## src/rtl/dsp_host_arbiter.sv

```systemverilog
// Round-robin arbiter sharing the DSP command channel between the Wishbone and
// SPI hosts; tracks the DSP ack handshake and bounds each transaction by a timeout.
module dsp_host_arbiter #(
   parameter int BUS_WIDTH     = 32,
   parameter int OUTPUT_WIDTH  = 32,
   parameter int TIMEOUT       = 255,
   parameter int TIMEOUT_WIDTH = 8
) (
   input  logic                    i_CLK,
   input  logic                    i_RST_N,
   input  logic                    i_WISH_REQ,
   input  logic [BUS_WIDTH-1:0]    i_WISH_DATA,
   input  logic                    i_SPI_REQ,
   input  logic [BUS_WIDTH-1:0]    i_SPI_DATA,
   output logic                    o_WISH_DONE,
   output logic                    o_WISH_ERR,
   output logic [OUTPUT_WIDTH-1:0] o_WISH_RESULT,
   output logic                    o_SPI_DONE,
   output logic                    o_SPI_ERR,
   output logic [OUTPUT_WIDTH-1:0] o_SPI_RESULT,
   output logic                    o_DSP_WISH_VALID,
   output logic [BUS_WIDTH-1:0]    o_DSP_WISH_DATA,
   output logic                    o_DSP_SPI_VALID,
   output logic [BUS_WIDTH-1:0]    o_DSP_SPI_DATA,
   input  logic                    i_DSP_WEIGHT_ACK,
   input  logic                    i_DSP_DATA_ACK,
   input  logic                    i_DSP_CONV_ACK,
   input  logic [OUTPUT_WIDTH-1:0] i_DSP_RESULT,
   output logic                    o_BUSY,
   output logic                    o_OWNER,
   output logic [1:0]              o_PHASE
);

   typedef enum logic [2:0] {
      S_IDLE,
      S_ISSUE,
      S_WAIT_LOW,
      S_WAIT_HIGH,
      S_DONE
   } state_t;

   localparam logic [1:0] PH_WEIGHT = 2'd0;
   localparam logic [1:0] PH_DATA   = 2'd1;
   localparam logic [1:0] PH_CONV   = 2'd2;
   localparam logic [TIMEOUT_WIDTH-1:0] CNT_LAST = TIMEOUT_WIDTH'(TIMEOUT - 1);

   state_t                    r_state;
   logic                      r_last_spi;
   logic                      r_owner;
   logic                      r_busy;
   logic [1:0]                r_phase;
   logic [TIMEOUT_WIDTH-1:0]  r_cnt;
   logic                      r_wish_valid;
   logic                      r_spi_valid;
   logic [BUS_WIDTH-1:0]      r_wish_lane;
   logic [BUS_WIDTH-1:0]      r_spi_lane;
   logic                      r_wish_done;
   logic                      r_spi_done;
   logic                      r_wish_err;
   logic                      r_spi_err;
   logic [OUTPUT_WIDTH-1:0]   r_wish_result;
   logic [OUTPUT_WIDTH-1:0]   r_spi_result;

   logic                      w_ready;
   logic                      w_any_req;
   logic                      w_grant_spi;
   logic [1:0]                w_phase_sel;
   logic                      w_cap_ack;
   logic                      w_fin_ok;
   logic                      w_fin_err;
   logic [OUTPUT_WIDTH-1:0]   w_fin_result;

   assign w_ready   = i_DSP_WEIGHT_ACK | i_DSP_DATA_ACK | i_DSP_CONV_ACK;
   assign w_any_req = i_WISH_REQ | i_SPI_REQ;

   // On a tie the host that was not served last wins.
   assign w_grant_spi = i_SPI_REQ & (~i_WISH_REQ | ~r_last_spi);

   always_comb begin
      w_phase_sel = PH_WEIGHT;
      if (i_DSP_CONV_ACK)
         w_phase_sel = PH_CONV;
      else if (i_DSP_DATA_ACK)
         w_phase_sel = PH_DATA;
   end

   always_comb begin
      case (r_phase)
         PH_CONV: w_cap_ack = i_DSP_CONV_ACK;
         PH_DATA: w_cap_ack = i_DSP_DATA_ACK;
         default: w_cap_ack = i_DSP_WEIGHT_ACK;
      endcase
   end

   // A ready seen in WAIT_HIGH completes normally even on the final counted cycle.
   always_comb begin
      w_fin_ok  = 1'b0;
      w_fin_err = 1'b0;
      if (r_state == S_WAIT_HIGH && w_ready)
         w_fin_ok = 1'b1;
      else if ((r_state == S_WAIT_LOW || r_state == S_WAIT_HIGH) && r_cnt == CNT_LAST)
         w_fin_err = 1'b1;
   end

   assign w_fin_result = (w_fin_ok && r_phase == PH_CONV) ? i_DSP_RESULT : '0;

   always_ff @(posedge i_CLK or negedge i_RST_N) begin
      if (!i_RST_N) begin
         r_state       <= S_IDLE;
         r_last_spi    <= 1'b1;
         r_owner       <= 1'b0;
         r_busy        <= 1'b0;
         r_phase       <= PH_WEIGHT;
         r_cnt         <= '0;
         r_wish_valid  <= 1'b0;
         r_spi_valid   <= 1'b0;
         r_wish_lane   <= '0;
         r_spi_lane    <= '0;
         r_wish_done   <= 1'b0;
         r_spi_done    <= 1'b0;
         r_wish_err    <= 1'b0;
         r_spi_err     <= 1'b0;
         r_wish_result <= '0;
         r_spi_result  <= '0;
      end else begin
         r_wish_valid <= 1'b0;
         r_spi_valid  <= 1'b0;
         r_wish_done  <= 1'b0;
         r_spi_done   <= 1'b0;
         r_wish_err   <= 1'b0;
         r_spi_err    <= 1'b0;
         case (r_state)
            S_IDLE: begin
               if (w_ready && w_any_req) begin
                  r_owner <= w_grant_spi;
                  r_phase <= w_phase_sel;
                  r_cnt   <= '0;
                  r_busy  <= 1'b1;
                  if (w_grant_spi) begin
                     r_spi_valid <= 1'b1;
                     r_spi_lane  <= i_SPI_DATA;
                  end else begin
                     r_wish_valid <= 1'b1;
                     r_wish_lane  <= i_WISH_DATA;
                  end
                  r_state <= S_ISSUE;
               end
            end
            S_ISSUE: begin
               r_state <= S_WAIT_LOW;
            end
            S_WAIT_LOW, S_WAIT_HIGH: begin
               if (w_fin_ok || w_fin_err) begin
                  r_state <= S_DONE;
                  if (r_owner) begin
                     r_spi_done   <= 1'b1;
                     r_spi_err    <= w_fin_err;
                     r_spi_result <= w_fin_result;
                  end else begin
                     r_wish_done   <= 1'b1;
                     r_wish_err    <= w_fin_err;
                     r_wish_result <= w_fin_result;
                  end
               end else begin
                  r_cnt <= r_cnt + 1'b1;
                  if (r_state == S_WAIT_LOW && !w_cap_ack)
                     r_state <= S_WAIT_HIGH;
               end
            end
            S_DONE: begin
               r_last_spi  <= r_owner;
               r_busy      <= 1'b0;
               r_wish_lane <= '0;
               r_spi_lane  <= '0;
               r_state     <= S_IDLE;
            end
            default: begin
               r_state <= S_IDLE;
            end
         endcase
      end
   end

   assign o_DSP_WISH_VALID = r_wish_valid;
   assign o_DSP_SPI_VALID  = r_spi_valid;
   assign o_DSP_WISH_DATA  = r_wish_lane;
   assign o_DSP_SPI_DATA   = r_spi_lane;
   assign o_WISH_DONE      = r_wish_done;
   assign o_SPI_DONE       = r_spi_done;
   assign o_WISH_ERR       = r_wish_err;
   assign o_SPI_ERR        = r_spi_err;
   assign o_WISH_RESULT    = r_wish_result;
   assign o_SPI_RESULT     = r_spi_result;
   assign o_BUSY           = r_busy;
   assign o_OWNER          = r_owner;
   assign o_PHASE          = r_phase;

   a_one_valid: assert property (@(posedge i_CLK) disable iff (!i_RST_N)
      !(r_wish_valid && r_spi_valid));
   a_one_done: assert property (@(posedge i_CLK) disable iff (!i_RST_N)
      !(r_wish_done && r_spi_done));

endmodule

```

## config.mk

```make
export PLATFORM = sky130hd
export DESIGN_NAME = dsp_host_arbiter
export DESIGN_NICKNAME = d
export VERILOG_FILES = /design/src/rtl/dsp_host_arbiter.sv
export SDC_FILE = /design/constraint.sdc
export NUM_CORES = 1
export LEC_CHECK = 0
export CORE_ASPECT_RATIO = 0.9
export CORE_MARGIN = 10
export CORE_UTILIZATION = 40
export CTS_CLUSTER_DIAMETER = 200
export DETAILED_ROUTE_END_ITERATION = 7
export MAX_ROUTING_LAYER = met4
export PLACE_DENSITY = 0.77
export RECOVER_POWER = 50
export SLEW_MARGIN = 20
export SYNTH_ARGS = -nofsm -noshare
export SYNTH_HDL_FRONTEND = slang
export SYNTH_SLANG_ARGS = --single-unit
```

## constraint.sdc

```tcl
create_clock -name i_CLK -period 1.7 [get_ports i_CLK]
set_clock_uncertainty 0.15 [all_clocks]
set_input_delay 0.255 -clock i_CLK [delete_from_list [all_inputs] [get_ports i_CLK]]
set_output_delay 0.255 -clock i_CLK [all_outputs]
set_load 0.05 [all_outputs]
```

==> results by group, run 1 <==
Run status
  – Status: complete, but fails checks
  – Failing checks: setup timing

Clocking
  – Root buffer selected by CTS: clkbuf_16
  – CTS tree: built
  – Clk buf depth: 2
  – # H-tree levels: 4
  – CTS Sinks: 150
  – CTS Buf Count: 17
  – Clock transition at path regs: 0.06 ns
  – Clk Latency, worst-skew pair: 0.42 ns

Global routing
  – Largest net degree at the start of global routing: 49
  – Total GRT Usage: 18.1%
  – First-pass GRT wire length: 30400 um
  – Vias in the first global route: approximately 5.3k
  – Initial antenna violation count: 0
  – Grt ovf: 0

Route
  – DRC errors left: 0
  – Iteration-0 DRC Markers: 266
  – Final antenna-violating net count: 0
  – Drt first pass iters: 4
  – WL/cell: between 20 and 25 um
  – Via density: between 4 and 5
  – Total vias in the final route: 4838
  – DRT Wirelength: between 15000 and 20000 um

Setup path
  – Worst endpoint required time: approximately 1.9 ns
  – Worst setup path class: reg -> reg
  – Critical path capture point type: flip-flop
  – Worst-path maximum fanout: 6
  – Worst Setup Start Kind: flip-flop
  – Critical Path AT: 2.08 ns

Power and ir drop
  – Power Density: 1870 nW/um^2
  – VDD IR-drop max: 1110 uV
  – Total Power: 18.7 mW
  – Leakage: 4.96 nW

Floorplanning
  – Initial Utilization: 41.2%
  – Die height: 140 um
  – CORE AREA: 15500 sq um
  – Die width: 153 um
  – Row count: 43
  – Full die area: 21500 sq um
  – IO Pins: 241

STA
  – Fin worst setup slack: -0.233 ns
  – Minimum hold slack: 0.191 ns
  – Final period util: 114%
  – RSZ-0062 raised after global routing: true
  – Rel. slew slack: between 30% and 40%
  – Max Clock Freq: 517 MHz
  – Final setup vio count: 73
  – Final Critical Period: 1.93 ns
  – Final Hold Vio Count: 0
  – Fin. max-slew vios: 0
  – Worst Tran Pin Value: 0.990 ns

Final layout
  – Nets: 875
  – Final Instance Area: between 9000 and 10000 sq um
  – Ant diodes: 0
  – Core Util, Final: 64.2%
  – Synth-to-Final Area Change: 55.8%
  – Commonest non-fill, non-tap cells in the layout: dfrtp_1, buf_4, clkdlybuf4s50_1, mux2_4, nand2_1
  – Most common library cell in the layout ignoring fill and taps: dfrtp_1
  – # fillers: 1171
  – Share of cells above drive strength 1: 42.0%

Placed design
  – Placed cell area: 9140 sq um
  – IO Port Bufs: 240
  – Routability-driven placement congestion ratio: 0.877
  – Dpl ws: -0.577 ns
  – HPWL after DPL: around 14000 um

Synthesis
  – Mean post-synth cell area: 13.4 sq um
  – Main flop type after synthesis: dfrtp_1
  – Register area share after synthesis: approximately 60%
  – Synthesized area: 6410 sq um
  – Post-Syn Instances: 480
  – Yosys cell types: 43
  – Synth warn: 0
  – Post-synth EDFFs: 0
  – Ys async rst share: 100%
  – Syn nets: 587
  – Yosys reg bits: 150

Min path
  – Hold crit path type: in -> reg

Run
  – Max Cap Viol: 0
## state kept, by name (all words and copies together), names as in the netlist
name / count
o_SPI_DONE: 1
r_cnt: 8
r_last_spi: 1
r_state: 3
o_DSP_WISH_VALID: 1
o_PHASE: 2
o_SPI_RESULT: 32
o_WISH_DONE: 1
o_DSP_WISH_DATA: 32
o_OWNER: 1
o_SPI_ERR: 1
o_WISH_RESULT: 32
o_DSP_SPI_VALID: 1
o_BUSY: 1
o_DSP_SPI_DATA: 32
o_WISH_ERR: 1
## layer usage
metal	track usage, %	wire (um)	vias to the layer above
met2	29.8	10300	164
met4	4.57	127	0
met3	4.71	944	11
li1	-	-	2227
met1	21.7	8530	2436
met5	-	0	-
## critical path, cell delays in order, from the launching register on
cell	delay, ns
dfrtp_1	0.39
inv_2	0.07
ha_4	0.13
nand3_4	0.08
o21ai_4	0.18
and3_4	0.32
clkbuf_16	0.19
mux2_4	0.30
## per-stage QoR
stage	std cells	setup TNS, ns
5_1_grt	983	-22.31
4_1_cts	975	-10.54
2_1_floorplan	480	-6.47
6_report	983	-13.76
3_3_place_gp	937	-63.32
3_5_place_dp	937	-69.68
## report_power, final
group | total, mW | internal (mW) | switching [mW] | leakage, nW
Sequential | 5.44 | 4.70 | 0.745 | 1.96
Clock | 3.49 | 1.90 | 1.59 | 0.265
Combinational | 9.78 | 3.64 | 6.14 | 2.74
Total | 18.7 | 10.2 | 8.47 | 4.96
## worst paths after layout
path	start	endpoint	depth (start not counted)	slack (ns)
min	i_DSP_CONV_ACK	o_PHASE[1]	3	0.19
min reg2reg	o_DSP_WISH_DATA[24]	o_DSP_WISH_DATA[24]	1	0.35
max	r_cnt[0]	o_WISH_RESULT[29]	7	-0.23
min in group asynchronous	i_RST_N	o_WISH_RESULT[6]	2	0.39
max reg2reg	r_cnt[0]	o_WISH_RESULT[29]	7	-0.23
max in group asynchronous	i_RST_N	o_WISH_RESULT[9]	3	0.15
## layout make-up
| cell class | count | area, sq um | area share, % |
|---|---|---|---|
| sequential | 150 | 3760 | 37.6 |
| multi-input combinational | 267 | 2570 | 25.8 |
| timing repair buffer | 294 | 2710 | 27.1 |
| clock inverter | 15 | 124 | 1.24 |
| tap | 202 | 253 | 2.53 |
| clock buffer | 17 | 425 | 4.26 |
| inverter | 38 | 143 | 1.43 |
## Yosys cell counts (2+ instances only)
cell type,instances,area [sq um]
a21o_1,2,15.0
a22oi_1,2,15.0
and2_1,34,213
o21ai_0,8,40.0
and3_1,4,25.0
mux2i_1,32,320
a22o_1,32,280
buf_2,6,30.0
nor2b_1,2,12.5
mux2_1,6,67.6
mux2_4,58,871
o2bb2ai_1,2,17.5
o211ai_1,4,30.0
nand2_1,42,158
or4_1,2,15.0
clkbuf_1,10,37.5
o21ai_1,2,10.0
buf_4,3,22.5
ha_1,4,50.1
inv_1,38,143
nand2b_1,3,18.8
nor2_1,3,11.3
nor3_1,3,15.0
a21oi_1,2,10.0
nand3_1,5,25.0
buf_6,6,67.6
dfrtp_1,149,3730
## repair_timing
action	4_1_cts	5_1_grt
hold buffers	1	0
gates resized for setup	18	32
buffers inserted	4	3
hold endpoints to repair	148	0
pin swaps	3	12
cloned	1	5
endpoints found under the setup margin	107	136
## cell families after synthesis
family                   count (synthesis)  synth area share, %
AO/OA/AOI/OAI                           61                 7.65
adder cells (fa/ha/maj)                  4                0.781
buffers and inverters                   63                 4.69
flip-flops                             150                 58.6
multiplexers                            96                 19.6
AND/OR/NAND/NOR                        106                 8.65
Power figures use the tool's default switching activity.
==> inputs of run 2 (changes only) <==
--- a/config.mk
+++ b/config.mk
@@ -11,4 +11,5 @@
 export CTS_CLUSTER_DIAMETER = 200
 export DETAILED_ROUTE_END_ITERATION = 7
+export GPL_ROUTABILITY_DRIVEN = 0
 export MAX_ROUTING_LAYER = met4
 export PLACE_DENSITY = 0.77
==> constraint.sdc (replaced) <==
create_clock -name i_CLK -period 1.7 [get_ports i_CLK]
set_clock_uncertainty 0.15 [all_clocks]
set_input_delay 0.34 -clock i_CLK [delete_from_list [all_inputs] [get_ports i_CLK]]
set_output_delay 0.34 -clock i_CLK [all_outputs]
set_load 0.05 [all_outputs]
==> run 2 against run 1 <==
The flow still finishes with violations (setup timing). Sequential power increased by 9.0%. Design area increased by 17%. Clock power increased by 15%. Critical endpoint is now o_WISH_RESULT[4]. Via count increased by 5.6%. Utilization increased by 11 points.
==> results by group, run 2 (synthesized netlist as in run 1, its figures left out) <==
STA
  – Max Clock Freq: 495 MHz (was 517 MHz)
  – Fin. max-slew vios: 0 (unchanged)
  – Fin worst setup slack: -0.319 ns (was -0.233 ns)
  – Final Hold Vio Count: 0 (unchanged)
  – Final Critical Period: 2.02 ns (was 1.93 ns)
  – RSZ-0062 raised after global routing: true (unchanged)
  – Final setup vio count: 73 (unchanged)
  – Rel. slew slack: 24.7% (was 34.0%)
  – Final period util: 119% (was 114%)
  – Worst Tran Pin Value: 1.13 ns (was 0.990 ns)

Clocking
  – Clock transition at path regs: 0.07 ns (was 0.06 ns)
  – Root buffer selected by CTS: clkbuf_16 (unchanged)
  – Clk Latency, worst-skew pair: 0.42 ns (about the same)
  – CTS Buf Count: 17 (unchanged)
  – CTS Sinks: 150 (unchanged)
  – Clk buf depth: 2 (unchanged)
  – # H-tree levels: 4 (unchanged)
  – CTS tree: built (unchanged)

Global routing
  – Initial antenna violation count: 0 (unchanged)
  – First-pass GRT wire length: 34400 um (was 30400 um)
  – Grt ovf: 0 (unchanged)
  – Largest net degree at the start of global routing: 42 (was 49)
  – Total GRT Usage: 20.9% (was 18.1%)
  – Vias in the first global route: 5600 (was 5329)

Floorplanning
  – CORE AREA: 15500 sq um (unchanged)
  – Initial Utilization: 41.2% (unchanged)
  – Row count: 43 (unchanged)
  – IO Pins: 241 (unchanged)
  – Die width: 153 um (unchanged)
  – Full die area: 21500 sq um (unchanged)
  – Die height: 140 um (unchanged)

Route
  – DRC errors left: 0 (unchanged)
  – Total vias in the final route: 5109 (was 4838)
  – Drt first pass iters: 4 (unchanged)
  – Via density: 5.16 (was 4.92)
  – Final antenna-violating net count: 0 (unchanged)
  – WL/cell: 23.1 um (was 20.2 um)
  – DRT Wirelength: 22900 um (was 19900 um)
  – Iteration-0 DRC Markers: 237 (was 266)

Setup path
  – Critical R2R Launch: r_cnt[0] (unchanged)
  – Worst endpoint required time: 1.86 ns (was 1.85 ns)
  – Critical path capture point type: flip-flop (unchanged)
  – Crit-path leading delay family: simple AND/OR/NAND/NOR gates (unchanged)
  – Setup slack, reg-to-reg: -0.32 ns (was -0.23 ns)
  – Critical Path AT: 2.18 ns (was 2.08 ns)
  – Worst-path maximum fanout: 8 (was 6)
  – Worst setup path class: reg -> reg (unchanged)
  – Cells along the critical path: inv_2 -> ha_4 -> nand3_4 -> o21ai_4 -> and3_4 -> clkbuf_16 -> mux2_4 (unchanged)
  – CP max stage delay: 0.40 ns (was 0.39 ns)
  – Worst Setup Start Kind: flip-flop (unchanged)
  – Cell at the slowest stage of the critical path: dfrtp_1 (unchanged)
  – Worst Setup SP: r_cnt[0] (unchanged)
  – Reg2Reg Depth: 7 (unchanged)
  – Bufs and invs on worst path: 2 (unchanged)
  – Reg2reg end: o_WISH_RESULT[4] (was o_WISH_RESULT[29])

Run status
  – Failing checks: setup timing (unchanged)
  – Status: complete, but fails checks (unchanged)

Final layout
  – Commonest non-fill, non-tap cells in the layout: dfrtp_1, buf_12, clkdlybuf4s50_1, mux2_4, nand2_1 (was dfrtp_1, buf_4, clkdlybuf4s50_1, mux2_4, nand2_1)
  – Final Instance Area: 11700 sq um (was 9980 sq um)
  – Synth-to-Final Area Change: 81.8% (was 55.8%)
  – Most common library cell in the layout ignoring fill and taps: dfrtp_1 (unchanged)
  – Nets: 882 (was 875)
  – Ant diodes: 0 (unchanged)
  – Share of cells above drive strength 1: 42.6% (was 42.0%)
  – Finished Layout Cells: 990 (was 983)

Min path
  – Worst Hold Depth: 3 (unchanged)
  – Hold Path Origin: i_DSP_CONV_ACK (unchanged)
  – Hold EP: o_PHASE[1] (unchanged)
  – Hold crit path type: in -> reg (unchanged)

Power and ir drop
  – VDD IR-drop max: 1200 uV (was 1110 uV)
  – Int Power: 13.1 mW (was 10.2 mW)
  – Total Power: 22.3 mW (was 18.7 mW)
  – Flop pwr share: 26.6% (was 29.1%)
  – Psw: 9.17 mW (was 8.47 mW)
  – Clock network power share: 18.0% (was 18.6%)
  – Sw Ratio: 41.1% (was 45.3%)
  – Gate power share: 55.5% (was 52.3%)
  – Leakage: 5.44 nW (was 4.96 nW)
  – Power Density: 1910 nW/um^2 (was 1870 nW/um^2)

Run
  – Max Cap Viol: 0 (unchanged)

Placed design
  – Placed cell area: 10800 sq um (was 9140 sq um)
  – Dpl cells: 938 (was 937)
  – HPWL after DPL: 15500 um (was 14300 um)
  – IO Port Bufs: 240 (unchanged)
run 2: cell types whose count changed in the layout (fill, tap and decap cells not counted), sizes merged:
| cell | delta |
|---|---|
| buf | +28 |
| clkbuf | -21 |
| bufinv | +4 |
| clkdlybuf4s15 | +2 |
| clkinv | -2 |
| inv | -2 |
| clkdlybuf4s50 | -1 |
| dlymetal6s2s | -1 |
run 2: worst reg2reg max path, cell delays in order, from the launching register on:
cell and delay [ns]:
dfrtp_1 0.40, inv_2 0.08, ha_4 0.15, nand3_4 0.11
o21ai_4 0.20, and3_4 0.31, clkbuf_16 0.20, mux2_4 0.30
run 2: per-layer routing:
layer  wire [um]  global-route usage [%]
met1        8800                    23.6
met3        1550                    6.12
met2       12100                    35.5
met5           0                       -
met4         447                    5.66
run 2: worst max path at each step:
stage / end / slack, ns / depth (start not counted)
3_3_place_gp: o_SPI_RESULT[31] / -0.63 / 6
2_1_floorplan: o_SPI_RESULT[10] / -0.12 / 8
6_report: o_WISH_RESULT[4] / -0.32 / 7
5_1_grt: o_WISH_RESULT[4] / -0.35 / 7
4_1_cts: o_WISH_RESULT[13] / -0.24 / 7
3_5_place_dp: o_SPI_RESULT[0] / -0.68 / 6
run 2: power groups by stage:
stage	clock network (mW)	logic (mW)	registers, mW
6_report	4.01	12.4	5.93
5_1_grt	4.24	12.8	6.04
4_1_cts	4.03	12.5	5.96
3_5_place_dp	0	11.9	5.98
3_3_place_gp	0	11.7	5.91
2_1_floorplan	0	2.43	8.95
run 2: final cells by class:
class                           count  area, sq um
Timing Repair Buffer              301         4320
Inverter                           38          143
Multi-Input combinational cell    267         2560
Clock buffer                       17          425
Fill cell                         903         3890
Sequential cell                   150         3760
Clock inverter                     15          201
Tap cell                          202          253
run 2: metrics by stage:
step	worst slack [ns]	hold slack (ns)	setup TNS, ns	utilization (%)
3_5_place_dp	-0.683	0.138	-83.88	69.4
3_3_place_gp	-0.627	0.136	-78.94	69.4
5_1_grt	-0.351	0.221	-36.35	74.9
6_report	-0.319	0.217	-19.56	74.9
4_1_cts	-0.244	0.174	-12.98	75.4
2_1_floorplan	-0.117	-0.106	-6.47	-
run 2: what timing repair did:
action / CTS / global route
gates cloned: 5 / 2
setup endpoints to repair: 141 / 140
hold buffers: 1 / 0
pin swaps: 8 / 12
hold endpoints to repair: 35 / 0
setup buffers: 9 / 6
resized for setup: 36 / 20
==> inputs of run 3 (changes only) <==
- CORE_ASPECT_RATIO: 0.9 -> default
==> run 3 against run 2 <==
The flow still finishes with violations (setup timing). First-iteration DRC count grew 5.9%. Wire length grew 0.94%. Sequential power is essentially flat. Utilization grew 1.0 points. Fmax grew 3.1%. Clock-buffer cell count grew 1. Global-route usage grew 0.76 points. Via count grew 2.3%. Critical path depth grew 1. Setup slack gained 0.061 ns. Hold slack lost 0.069 ns. Critical path type unchanged.
==> results by group, run 3 (synthesized netlist as in run 1, its figures left out) <==
Route
  – WL/cell: 22.6 um (was 23.1 um)
  – DRC errors left: 0 (unchanged)
  – Final antenna-violating net count: 0 (unchanged)
  – Via density: 5.11 (was 5.16)
  – Iteration-0 DRC Markers: 251 (was 237)
  – DRT Wirelength: 23100 um (was 22900 um)
  – Total vias in the final route: 5224 (was 5109)
  – Drt first pass iters: 5 (was 4)

Power and ir drop
  – Power Density: 1910 nW/um^2 (about the same)
  – Flop pwr share: 25.9% (was 26.6%)
  – Sw Ratio: 40.8% (was 41.1%)
  – Leakage: 5.58 nW (was 5.44 nW)
  – VDD IR-drop max: 1280 uV (was 1200 uV)
  – Total Power: 22.9 mW (was 22.3 mW)
  – Psw: 9.36 mW (was 9.17 mW)
  – Gate power share: 56.3% (was 55.5%)
  – Int Power: 13.6 mW (was 13.1 mW)
  – Clock network power share: 17.8% (was 18.0%)

STA
  – Rel. slew slack: 31.8% (was 24.7%)
  – Final Hold Vio Count: 0 (unchanged)
  – Minimum hold slack: 0.147 ns (was 0.217 ns)
  – Fin. max-slew vios: 0 (unchanged)
  – RSZ-0062 raised after global routing: true (unchanged)
  – Worst Tran Pin Value: 1.02 ns (was 1.13 ns)
  – Final Critical Period: 1.96 ns (was 2.02 ns)
  – Final period util: 115% (was 119%)
  – Final setup vio count: 107 (was 73)
  – Fin worst setup slack: -0.259 ns (was -0.319 ns)
  – Max Clock Freq: 511 MHz (was 495 MHz)

Final layout
  – Area of the multi-input gates: 2590 sq um (was 2560 sq um)
  – Share of cells above drive strength 1: 43.6% (was 42.6%)
  – Nets: 899 (was 882)
  – Synth-to-Final Area Change: 86.9% (was 81.8%)
  – Commonest non-fill, non-tap cells in the layout: dfrtp_1, buf_12, clkdlybuf4s50_1, mux2_4, nand2_1 (unchanged)
  – Reg area: 3760 sq um (unchanged)
  – Most common library cell in the layout ignoring fill and taps: dfrtp_1 (unchanged)
  – Final Instance Area: 12000 sq um (was 11700 sq um)
  – # fillers: 898 (was 903)

Clocking
  – Root buffer selected by CTS: clkbuf_16 (unchanged)
  – CTS tree: built (unchanged)
  – Clk Latency, worst-skew pair: 0.42 ns (about the same)
  – CTS Buf Count: 17 (unchanged)
  – # H-tree levels: 4 (unchanged)
  – Clock transition at path regs: 0.06 ns (was 0.07 ns)
  – CTS Sinks: 150 (unchanged)
  – Clk buf depth: 2 (unchanged)

Min path
  – Hold EP: o_PHASE[1] (unchanged)
  – Hold crit path type: in -> reg (unchanged)
  – Worst Hold Depth: 3 (unchanged)
  – Hold Path Origin: i_DSP_CONV_ACK (unchanged)

Placed design
  – IO Port Bufs: 240 (unchanged)
  – HPWL after DPL: 15400 um (was 15500 um)
  – Dpl ws: -0.808 ns (was -0.683 ns)
  – Placed cell area: 10800 sq um (about the same)

Setup path
  – Worst Setup Start Kind: flip-flop (unchanged)
  – Reg2reg end: o_WISH_RESULT[28] (was o_WISH_RESULT[4])
  – Reg2Reg Depth: 8 (was 7)
  – Critical Path AT: 2.12 ns (was 2.18 ns)
  – Worst-path maximum fanout: 5 (was 8)
  – CP max stage delay: 0.39 ns (was 0.40 ns)
  – Critical path capture point type: flip-flop (unchanged)
  – Worst endpoint required time: 1.86 ns (about the same)
  – Worst setup path class: reg -> reg (unchanged)
  – Bufs and invs on worst path: 3 (was 2)
  – Cell at the slowest stage of the critical path: dfrtp_1 (unchanged)
  – Critical R2R Launch: r_cnt[0] (unchanged)
  – Setup slack, reg-to-reg: -0.26 ns (was -0.32 ns)
  – Crit-path leading delay family: flip-flops (was simple AND/OR/NAND/NOR gates)
  – Cells along the critical path: inv_2 -> ha_4 -> nand3_4 -> o21ai_4 -> and3_4 -> buf_12 -> clkbuf_16 -> mux2_4 (was inv_2 -> ha_4 -> nand3_4 -> o21ai_4 -> and3_4 -> clkbuf_16 -> mux2_4)
  – Cell depth of the worst setup path: 8 (was 7)

Global routing
  – First-pass GRT wire length: 35200 um (was 34400 um)
  – Initial antenna violation count: 1 (was 0)
  – Grt ovf: 0 (unchanged)
  – Largest net degree at the start of global routing: 48 (was 42)
  – Total GRT Usage: 21.6% (was 20.9%)
  – Vias in the first global route: 5794 (was 5600)

Run status
  – Status: complete, but fails checks (unchanged)
  – Failing checks: setup timing (unchanged)

Floorplanning
  – IO Pins: 241 (unchanged)
  – Row count: 46 (was 43)
  – Initial Utilization: 40.6% (was 41.2%)
  – Full die area: 21500 sq um (about the same)
  – Die height: 147 um (was 140 um)
  – CORE AREA: 15800 sq um (was 15500 sq um)
  – Die width: 147 um (was 153 um)

Run
  – Max Cap Viol: 0 (unchanged)
run 3: worst max-delay path by stage:
stage / startpoint / end / slack (ns)
detailed placement: i_DSP_DATA_ACK / o_WISH_RESULT[0] / -0.81
floorplan: r_cnt[0] / o_SPI_RESULT[10] / -0.12
finish: r_cnt[0] / o_WISH_RESULT[28] / -0.26
CTS: r_cnt[0] / o_SPI_RESULT[29] / -0.27
global placement: i_DSP_CONV_ACK / o_WISH_RESULT[0] / -0.76
global route: r_cnt[0] / r_cnt[3] / -0.34
run 3: timing repair:
item	in CTS	in global routing
hold buffers	1	0
pin swaps	16	18
buffers inserted	15	10
gates resized for setup	41	35
endpoints found under the hold margin	32	0
setup endpoints to repair	140	139
gates cloned	10	4
run 3: power by group through the flow:
stage / sequential (mW) / clock, mW / combinational, mW
2_1_floorplan: 8.95 / 0 / 2.43
3_3_place_gp: 5.88 / 0 / 11.7
3_5_place_dp: 5.98 / 0 / 11.9
4_1_cts: 5.95 / 4.13 / 12.8
5_1_grt: 6.05 / 4.30 / 13.4
6_report: 5.93 / 4.07 / 12.9
run 3: area by class of cell:
cell class | count | share of cell area (%)
Timing Repair Buffer | 317 | 38.3
Sequential cell | 150 | 31.4
Multi-Input combinational cell | 268 | 21.6
Clock buffer | 18 | 3.67
Tap cell | 216 | 2.26
Clock inverter | 14 | 1.63
Inverter | 38 | 1.19
Antenna cell | 1 | 0.0209
run 3: metal layers:
| layer | vias to the layer above | global-route usage (%) | wire, um |
|---|---|---|---|
| li1 | 2287 | - | - |
| met5 | - | - | 0 |
| met4 | 0 | 9.31 | 807 |
| met2 | 224 | 37.0 | 12300 |
| met3 | 61 | 6.09 | 1350 |
| met1 | 2652 | 23.1 | 8610 |
run 3: worst register-to-register path, stage by stage, from the launching register on:
cell and delay [ns]:
dfrtp_1 0.39, inv_2 0.08, ha_4 0.14, nand3_4 0.09, o21ai_4 0.16, and3_4 0.24, buf_12 0.14, clkbuf_16 0.16
mux2_4 0.30
run 3: through the flow:
| stage | setup TNS, ns | std cells | utilization (%) |
|---|---|---|---|
| finish | -20.28 | 1022 | 76.0 |
| global route | -28.25 | 1022 | 76.0 |
| CTS | -14.41 | 1013 | 75.8 |
| detailed placement | -100.58 | 955 | 68.6 |
| global placement | -91.68 | 955 | 68.6 |
| floorplan | -6.47 | 480 | - |
